**src/rtl/posit_divider_8bit_seq_if.sv**
```systemverilog
// Handshake bundle for the sequential 8-bit posit divider: operand request side and result side.
interface posit_divider_8bit_seq_if;
    logic       in_valid;
    logic       in_ready;
    logic [7:0] dividend;
    logic [7:0] divisor;
    logic       out_valid;
    logic       out_ready;
    logic [7:0] quotient;
    logic       busy;

    modport master (
        output in_valid, dividend, divisor, out_ready,
        input  in_ready, out_valid, quotient, busy
    );

    modport slave (
        input  in_valid, dividend, divisor, out_ready,
        output in_ready, out_valid, quotient, busy
    );
endinterface

```
**src/rtl/posit_divider_8bit_seq.sv**
```systemverilog
// Iterative posit<8,0> divider: decode, 8-cycle restoring mantissa division, regime/fraction
// rounding (nearest, ties to even), and a registered result held until consumed.
module posit_divider_8bit_seq (
    input  logic                           clk,
    input  logic                           rst_n,
    posit_divider_8bit_seq_if.slave        bus
);

    typedef enum logic [2:0] {
        IDLE   = 3'd0,
        DECODE = 3'd1,
        DIV    = 3'd2,
        ROUND  = 3'd3,
        DONE   = 3'd4
    } state_e;

    state_e state_q, state_d;

    logic [7:0]        a_q, a_d;
    logic [7:0]        b_q, b_d;
    logic signed [5:0] scale_q, scale_d;
    logic [6:0]        rem_q, rem_d;
    logic [5:0]        dvs_q, dvs_d;
    logic [7:0]        quo_q, quo_d;
    logic [2:0]        cnt_q, cnt_d;
    logic [7:0]        quotient_q, quotient_d;

    logic [6:0]        mag_a, mag_b;
    logic [10:0]       dec_a, dec_b;
    logic signed [4:0] k_a, k_b;
    logic [5:0]        mant_a, mant_b;
    logic              is_nar, is_zero;
    logic              res_sign;
    logic              ge;
    logic [5:0]        diff;
    logic [6:0]        frac_n;
    logic signed [5:0] scale_n;
    logic [6:0]        body;
    logic              in_ready, out_valid, busy;

    // Returns {k[4:0], mantissa 1.fffff} for a nonzero positive posit body.
    function automatic logic [10:0] posit_decode(input logic [6:0] pbody);
        logic              r;
        int                run;
        logic              stop;
        logic signed [4:0] k;
        logic [4:0]        frac;
        r    = pbody[6];
        run  = 0;
        stop = 1'b0;
        for (int i = 6; i >= 0; i--) begin
            if (!stop && (pbody[i] == r)) run++;
            else stop = 1'b1;
        end
        k    = r ? 5'(run - 1) : 5'(-run);
        frac = 5'(({pbody, 5'b0} << (run + 1)) >> 7);
        return {k, 1'b1, frac};
    endfunction

    // Packs regime then fraction into a 16-bit window; bit 8 is guard, below it is sticky.
    function automatic logic [6:0] posit_encode(input logic signed [5:0] scale,
                                                input logic [6:0]        frac,
                                                input logic              sticky);
        int          ki;
        int          rlen;
        logic [15:0] regv;
        logic [15:0] w;
        logic [6:0]  pbody;
        logic        guard;
        logic        st;
        ki    = int'(scale);
        rlen  = 0;
        regv  = 16'h0000;
        w     = 16'h0000;
        guard = 1'b0;
        st    = 1'b0;
        if (ki > 6) begin
            pbody = 7'h7F;
        end else if (ki < -6) begin
            pbody = 7'h01;
        end else begin
            if (ki >= 0) begin
                rlen = ki + 2;
                regv = (16'hFFFF >> (15 - ki)) << 1;
            end else begin
                rlen = 1 - ki;
                regv = 16'h0001;
            end
            w     = (regv << (16 - rlen)) | ({frac, 9'b0} >> rlen);
            pbody = w[15:9];
            guard = w[8];
            st    = (|w[7:0]) | sticky;
            if (guard && (st || pbody[0])) pbody = pbody + 7'd1;
        end
        return pbody;
    endfunction

    always_comb begin
        mag_a    = a_q[7] ? 7'(-a_q) : a_q[6:0];
        mag_b    = b_q[7] ? 7'(-b_q) : b_q[6:0];
        dec_a    = posit_decode(mag_a);
        dec_b    = posit_decode(mag_b);
        k_a      = dec_a[10:6];
        k_b      = dec_b[10:6];
        mant_a   = dec_a[5:0];
        mant_b   = dec_b[5:0];
        is_nar   = (a_q == 8'h80) || (b_q == 8'h80) || (b_q == 8'h00);
        is_zero  = (a_q == 8'h00);
        res_sign = a_q[7] ^ b_q[7];

        ge       = (rem_q >= {1'b0, dvs_q});
        diff     = ge ? 6'(rem_q - {1'b0, dvs_q}) : rem_q[5:0];

        // The quotient lies in (0.5, 2), so at most one left shift normalises it.
        frac_n   = quo_q[7] ? quo_q[6:0] : {quo_q[5:0], 1'b0};
        scale_n  = quo_q[7] ? scale_q : scale_q - 6'sd1;
        body     = posit_encode(scale_n, frac_n, |rem_q);
    end

    always_ff @(posedge clk or negedge rst_n) begin
        if (!rst_n) state_q <= IDLE;
        else        state_q <= state_d;
    end

    always_comb begin
        state_d = state_q;
        case (state_q)
            IDLE:    if (bus.in_valid) state_d = DECODE;
            DECODE:  state_d = (is_nar || is_zero) ? DONE : DIV;
            DIV:     if (cnt_q == 3'd0) state_d = ROUND;
            ROUND:   state_d = DONE;
            DONE:    if (bus.out_ready) state_d = IDLE;
            default: state_d = IDLE;
        endcase
    end

    always_comb begin
        in_ready  = (state_q == IDLE);
        out_valid = (state_q == DONE);
        busy      = (state_q != IDLE);
    end

    always_comb begin
        a_d        = a_q;
        b_d        = b_q;
        scale_d    = scale_q;
        rem_d      = rem_q;
        dvs_d      = dvs_q;
        quo_d      = quo_q;
        cnt_d      = cnt_q;
        quotient_d = quotient_q;
        case (state_q)
            IDLE: begin
                if (bus.in_valid) begin
                    a_d = bus.dividend;
                    b_d = bus.divisor;
                end
            end
            DECODE: begin
                if (is_nar) begin
                    quotient_d = 8'h80;
                end else if (is_zero) begin
                    quotient_d = 8'h00;
                end else begin
                    rem_d   = {1'b0, mant_a};
                    dvs_d   = mant_b;
                    scale_d = {k_a[4], k_a} - {k_b[4], k_b};
                    quo_d   = 8'h00;
                    cnt_d   = 3'd7;
                end
            end
            DIV: begin
                rem_d = {diff, 1'b0};
                quo_d = {quo_q[6:0], ge};
                if (cnt_q != 3'd0) cnt_d = cnt_q - 3'd1;
            end
            ROUND: begin
                quotient_d = res_sign ? 8'(-{1'b0, body}) : {1'b0, body};
            end
            default: ;
        endcase
    end

    always_ff @(posedge clk or negedge rst_n) begin
        if (!rst_n) begin
            a_q        <= 8'h00;
            b_q        <= 8'h00;
            scale_q    <= 6'sd0;
            rem_q      <= 7'h00;
            dvs_q      <= 6'h00;
            quo_q      <= 8'h00;
            cnt_q      <= 3'd0;
            quotient_q <= 8'h00;
        end else begin
            a_q        <= a_d;
            b_q        <= b_d;
            scale_q    <= scale_d;
            rem_q      <= rem_d;
            dvs_q      <= dvs_d;
            quo_q      <= quo_d;
            cnt_q      <= cnt_d;
            quotient_q <= quotient_d;
        end
    end

    assign bus.in_ready  = in_ready;
    assign bus.out_valid = out_valid;
    assign bus.busy      = busy;
    assign bus.quotient  = quotient_q;

endmodule
```
**src/flat_wrapper.sv**
```systemverilog
// flat-port wrapper written by rule: the top's interface ports become plain ports
module posit_divider_8bit_seq_flat 
  (clk, rst_n, bus_in_valid, bus_dividend, bus_divisor, bus_out_ready, bus_in_ready, bus_out_valid, bus_quotient, bus_busy);
  posit_divider_8bit_seq_if bus_i ();
  input  logic clk;
  input  logic rst_n;
  input wire logic [$bits(bus_i.in_valid)-1:0] bus_in_valid;
  input wire logic [$bits(bus_i.dividend)-1:0] bus_dividend;
  input wire logic [$bits(bus_i.divisor)-1:0] bus_divisor;
  input wire logic [$bits(bus_i.out_ready)-1:0] bus_out_ready;
  output wire logic [$bits(bus_i.in_ready)-1:0] bus_in_ready;
  output wire logic [$bits(bus_i.out_valid)-1:0] bus_out_valid;
  output wire logic [$bits(bus_i.quotient)-1:0] bus_quotient;
  output wire logic [$bits(bus_i.busy)-1:0] bus_busy;
  assign bus_i.in_valid = bus_in_valid;
  assign bus_i.dividend = bus_dividend;
  assign bus_i.divisor = bus_divisor;
  assign bus_i.out_ready = bus_out_ready;
  assign bus_in_ready = bus_i.in_ready;
  assign bus_out_valid = bus_i.out_valid;
  assign bus_quotient = bus_i.quotient;
  assign bus_busy = bus_i.busy;
  posit_divider_8bit_seq u_core (.clk(clk), .rst_n(rst_n), .bus(bus_i));
endmodule
```
**config.mk**
```make
export PLATFORM = sky130hd
export DESIGN_NAME = posit_divider_8bit_seq_flat
export DESIGN_NICKNAME = d
export VERILOG_FILES = /design/src/rtl/posit_divider_8bit_seq_if.sv /design/src/rtl/posit_divider_8bit_seq.sv /design/src/flat_wrapper.sv
export SDC_FILE = /design/constraint.sdc
export NUM_CORES = 1
export LEC_CHECK = 0
export BUFFER_PORTS_ARGS = -buffer_cell sky130_fd_sc_hd__buf_4
export CORE_AREA = 2 2 107 109
export CTS_CLUSTER_DIAMETER = 150
export DETAILED_ROUTE_END_ITERATION = 10
export DIE_AREA = 0 0 109 111
export PLACE_DENSITY = 0.93
export SLEW_MARGIN = 30
export SYNTH_ARGS = -nofsm -noshare
export SYNTH_HDL_FRONTEND = slang
export SYNTH_SLANG_ARGS = --single-unit
export TNS_END_PERCENT = 1
```
**constraint.sdc**
```tcl
create_clock -name clk -period 8.11 [get_ports clk]
set_input_delay 1.2165 -clock clk [delete_from_list [all_inputs] [get_ports clk]]
set_output_delay 1.2165 -clock clk [all_outputs]
set_load 0.01 [all_outputs]
```
# After elaboration in Yosys (flattened, before gate mapping)
# Index checks and enable logic that the tools add are counted.
dict set report totals {
  wordCells 172
  in_bits 20
  out_inout_bits 11
  reg_bits 57
}
dict set report op_classes {
  n_lt_le_gt_ge 4
  add_sub_neg 28
  n_mux 57
  n_eq_ne 25
  bitwise_logic 5
  reduce_logical 39
  n_shift 5
}
# operator count
set op_table {}
lappend op_table {{$mux W32} 13}
lappend op_table {{$add A32 B2 Y32 const B} 11}
lappend op_table {{$shl A12 B32 Y12} 2}
lappend op_table {{$mux W7} 8}
lappend op_table {{$mux W16} 3}
lappend op_table {{$mux W8} 5}
lappend op_table {{$pmux W8 S2} 2}
lappend op_table {{$shl A16 B32 Y16} 1}
lappend op_table {{$shr A16 B32 Y15 const A} 1}
lappend op_table {{$shr A16 B32 Y16} 1}
lappend op_table {{$sub A6 B32 Y32 const A} 1}
lappend op_table {{$mux W3} 7}
lappend op_table {{$eq A8 B8 Y1 const B} 2}
lappend op_table {{$logic_not A8 Y1} 2}
lappend op_table {{$or A16 B16 Y16} 1}
lappend op_table {{$pmux W3 S5} 1}
lappend op_table {{$neg A7 Y7} 2}
lappend op_table {{$pmux W7 S2} 1}
lappend op_table {{$eq A1 B1 Y1} 12}
lappend op_table {{$mux W6} 2}
lappend op_table {{$logic_and A1 B1 Y1} 11}
lappend op_table {{$mux W1} 10}
lappend op_table {{$mux W5} 2}
lappend op_table {{$neg A5 Y5} 2}
lappend op_table {{other kinds (36)} 60}

# Logic depth before layout (Yosys ltp)
dict set report depth {
  depth_word 22
  ltp_mapped 31
}

# Least setup slack after synthesis
# No wires, ideal clock.
dict set report synth_timing {
  path_type {flip-flop to flip-flop}
  from {reg u_core.scale_q[0]}
  to {reg u_core.quotient_q[6], in the netlist u_core.bus.quotient[6]}
  arrival_ns 6.752
  period_less_slack_ns 6.835
  stages_incl_launch_ff 31
  setup_ns 0.083
  required_time_ns 8.027
  slack_ns 1.275
  path_cell_list {dfrtp_1 -> clkbuf_1 -> inv_1 -> ha_1 -> nor2b_1 -> clkbuf_1 -> nor2_2 -> inv_2 -> ha_1 -> nand2b_1 -> a22o_1 -> a21oi_1 -> nor2_1 -> o21ai_1 -> nand3_1 -> ha_1 -> or4_1 -> or4_1 -> clkbuf_1 -> nor3_2 -> nand2_1 -> o211ai_1 -> ha_1 -> mux2_4 -> a21oi_1 -> ha_1 -> nand2_1 -> a211oi_1 -> a31oi_1 -> xnor2_1 -> o21ai_0}
}
dict set report synth_via {
  elab_chain_cells 19
  word_cells_on_any_way 30
  classes_between {7 x add/sub; 3 x order compare; 3 x shift; 12 x mux; 2 x bitwise; 3 x reduce/logical}
}
# item line_no
set synth_lines {}
lappend synth_lines {{from (decl)} posit_divider_8bit_seq.sv:21} ;# logic signed [5:0] scale_q, scale_d;
lappend synth_lines {{from (signal assigned)} posit_divider_8bit_seq.sv:197} ;# scale_q <= scale_d;
lappend synth_lines {{$sub A6 B2 Y6} posit_divider_8bit_seq.sv:116} ;# scale_n = quo_q[7] ? scale_q : scale_q - 6'sd1;
lappend synth_lines {{$mux W6 (*)} posit_divider_8bit_seq.sv:116}
lappend synth_lines {{branches (longest 13 deep; another with $sub A6 B32 Y32)} n/a}
lappend synth_lines {{$mux W7 (*)} posit_divider_8bit_seq.sv:77} ;# if (ki > 6) begin
lappend synth_lines {{$neg A7 Y8} posit_divider_8bit_seq.sv:178} ;# quotient_d = res_sign ? 8'(-{1'b0, body}) : {1'b0, body};
lappend synth_lines {{$mux W8 (*)} posit_divider_8bit_seq.sv:178}
lappend synth_lines {{$pmux W8 S2 (*)} posit_divider_8bit_seq.sv:152} ;# case (state_q)
lappend synth_lines {{to (signal assigned)} posit_divider_8bit_seq.sv:202} ;# quotient_q <= quotient_d;
lappend synth_lines {{to (decl)} posit_divider_8bit_seq.sv:26} ;# logic [7:0] quotient_q, quotient_d;
# Every way passes the cells marked *. The select of a mux whose other input is x is not followed.
# A chain may end at the register's enable or synchronous reset.

# Final worst setup path
# Ends and elaborated chain as after synthesis.

==> results.py <==
metrics = {
    "run_status": {
        "status": "finished, final reports clean",
    },
    "cts": {
        "cts-hold-fix-buffers": 0,
        "cts_buffers": 9,
        "clockBufferDepth": 2,
        "cts.htree.levels": 3,
        "cts_tree": "done",
        "cts.sinks": 57,
        "clk_pin_slew_ps": 50,
        "clock_latency_ps": 330,
        "cts_root_buffer": "clkbuf_16",
    },
    "detailed_routing": {
        "detail_route.wl_per_cell_um": 19.6,
        "num_vias": 7031,
        "drc": 0,
        "viasPerCell": 6.95,
        "drtIter0Drc": 695,
        "finalWirelength_mm": 19.8,
        "detail-route-antenna-nets": 0,
        "firstDrtPassIters": 6,
    },
    "synth": {
        "synthTopCellsByCount": "81 x nand2_1, 66 x nor2_1, 57 x dfrtp_1",
        "async_flop_share_pct": 100,
        "synthesis.nets": 920,
        "netlist.area_leader.share_pct": 20.7,
        "synth_most_common_cell": "nand2_1",
        "yosys-top-cells-area": "dfrtp_1 21%, ha_1 7.1%, xnor2_1 5.2%",
        "synth.distinct_cells": 99,
        "synth_edf_count": 0,
        "yosys_warnings": 0,
        "syn_inst": 859,
        "synth-main-ff-cell": "dfrtp_1",
        "yosysTopAreaCell": "dfrtp_1",
        "avgSynthCellArea_um2": 8.03,
        "syn_area_um2": 6900,
        "synth_seq_cells": 57,
        "ys_seq_area_share_pct": 20.7,
    },
    "timing": {
        "max_slew.worst_pin.slew_ps": 871,
        "relSlewSlack_pct": 41.7,
        "rsz0062_at_grt": "false",
        "fmax_mhz": 132,
        "fin_crit_sh_pct": 93.1,
        "setup_viol": 0,
        "final-hold-violation-count": 0,
        "setup_tns_ps": 0,
        "period_needed_ps": 7550,
        "finClkSkew_ps": 7.71,
        "slew_viol_final": 0,
    },
    "hold_path": {
        "hold_depth": 2,
        "hold_end": "u_core.dvs_q[5]$_DFFE_PN0P_",
        "min_from": "u_core.dvs_q[5]$_DFFE_PN0P_",
        "worst_hold_path_type": "reg -> reg",
    },
    "final_layout": {
        "fill_cells": 809,
        "layout.nets": 925,
        "drive_gt1_share_pct": 15.1,
        "n_antenna_cell": 0,
        "regArea_um2": 1430,
        "multi_input_area_um2": 5120,
        "layout-area-overhead-vs-synth_pct": 8.11,
    },
    "die": {
        "core-area_um2": 11100,
        "die_area_um2": 12100,
        "ioPinCount": 31,
        "rows": 39,
        "die_h_um": 111,
        "start_util_pct": 62.3,
        "die_w_um": 109,
    },
    "worst_setup_path": {
        "cp_max_fo": 13,
        "r2r_start": "u_core.scale_q[0]$_DFFE_PN0P_",
        "slowest_stage": "or4_1",
        "worst_setup_path_start_kind": "register",
        "endpoint_kind": "register",
        "cp.arrival_ps": 7790,
        "critPathMaxStageDelay_ps": 690,
        "r2r_slack_ps": 560,
        "cpLargestDelayFamily": "simple AND/OR/NAND/NOR gates",
        "path_common_cell": "ha_1",
        "crit_buf_inv": 2,
        "cp.required_ps": 8350,
        "crit_type": "reg -> reg",
        "rr_worst_depth": 27,
        "rr_endpoint": "u_core.bus.quotient[6]$_DFFE_PN0P_",
    },
    "grt": {
        "grt_max_degree": 58,
        "grt_usage_pct": 33.5,
        "first_global_vias": 6687,
        "global_route.overflow_total": 0,
        "antenna_found_initial": 0,
        "grt_pass1_wl_mm": 32.6,
    },
    "placed_design": {
        "dp_hpwl_mm": 13.8,
        "gp_congestion": 1.01,
        "io_buffer_count": 30,
    },
    "run": {
        "max_cap_viol_count": 0,
    },
}
state kept, by name, indices dropped and copies added (netlist names):
register / cells
u_core.a_q: 8
u_core.quo_q: 8
u_core.b_q: 8
u_core.cnt_q: 3
u_core.dvs_q: 6
u_core.bus.quotient: 8
u_core.rem_q: 7
u_core.scale_q: 6
u_core.state_q: 3
metrics by stage:
step / setup slack [ps] / utilization, % / hold WS (ps) / std cells / area [um^2]
floorplan: 1280 / - / 418 / 859 / 6900
global placement: 759 / 64.6 / 435 / 996 / 7160
detailed placement: 407 / 64.6 / 460 / 996 / 7160
CTS: 347 / 67.1 / 467 / 1011 / 7430
global route: 37.0 / 67.3 / 488 / 1011 / 7460
finish: 562 / 67.3 / 466 / 1011 / 7460
cells in the final DEF, fill, tap and decap left out, types with 6 or more instances in the layout:
master,n
nor2_1,65
dfrtp_1,57
nand4_1,7
a211oi_1,8
nand3_1,45
mux2i_1,28
o22ai_1,12
or4_1,8
ha_1,39
nand2b_1,9
or3_1,6
mux2_2,23
a22o_1,6
o31ai_1,10
a31oi_1,11
nor2b_1,11
xor2_1,17
nand2_1,81
a21oi_1,49
clkbuf_16,9
o21ai_0,55
inv_1,39
nor3_1,18
o211ai_1,10
nor4_1,8
a22oi_1,6
buf_4,41
xnor2_1,41
worst min-delay path, cell delays in order (launching register included):
cell,delay (ps)
dfrtp_1,330
inv_1,60
nand2_1,50
per-layer routing:
| metal | vias up | share of wire (%) | GRT usage [%] | routed length [um] |
|---|---|---|---|---|
| met5 | - | 0 | 0 | 0 |
| li1 | 3202 | - | - | - |
| met3 | 121 | 8.8 | 5.23 | 1740 |
| met2 | 417 | 49 | 55.3 | 9600 |
| met4 | 0 | 5.0 | 15.2 | 989 |
| met1 | 3291 | 38 | 42.5 | 7460 |
timing repair:
| item | in CTS | in global routing |
|---|---|---|
| gates resized for setup | 0 | 4 |
| buffers inserted | 0 | 0 |
| setup endpoints to repair | 0 | 6 |
final cells by class:
type	instances	area share [%]
sequential	57	19.1
multi-input combinational	714	68.6
timing repair buffer	41	4.13
tap	143	2.40
clock buffer	10	3.20
clock inverter	5	0.436
inverter	41	2.06
cell families after synthesis:
family / Yosys count / synth area share [%]
compound gates: 246 / 24.6
buf+inv: 88 / 5.51
flops: 57 / 20.7
mux: 56 / 9.23
fa+ha+maj: 41 / 7.65
simple gates: 308 / 23.5
xor+xnor: 63 / 8.78
worst max path at each step:
| stage | slack, ps | startpoint | end | cells after the start |
|---|---|---|---|---|
| floorplan | 1280 | u_core.scale_q[0]$_DFFE_PN0P_ | u_core.bus.quotient[6]$_DFFE_PN0P_ | 30 |
| global placement | 760 | u_core.scale_q[0]$_DFFE_PN0P_ | u_core.bus.quotient[6]$_DFFE_PN0P_ | 27 |
| detailed placement | 410 | u_core.scale_q[0]$_DFFE_PN0P_ | u_core.bus.quotient[6]$_DFFE_PN0P_ | 27 |
| CTS | 350 | u_core.scale_q[0]$_DFFE_PN0P_ | u_core.bus.quotient[6]$_DFFE_PN0P_ | 27 |
| global route | 40 | u_core.scale_q[0]$_DFFE_PN0P_ | u_core.bus.quotient[4]$_DFFE_PN0P_ | 27 |
| finish | 560 | u_core.scale_q[0]$_DFFE_PN0P_ | u_core.bus.quotient[6]$_DFFE_PN0P_ | 27 |
Power is not shown: default switching activity piles up to over one toggle a cycle in this logic, so the estimate is an artifact.
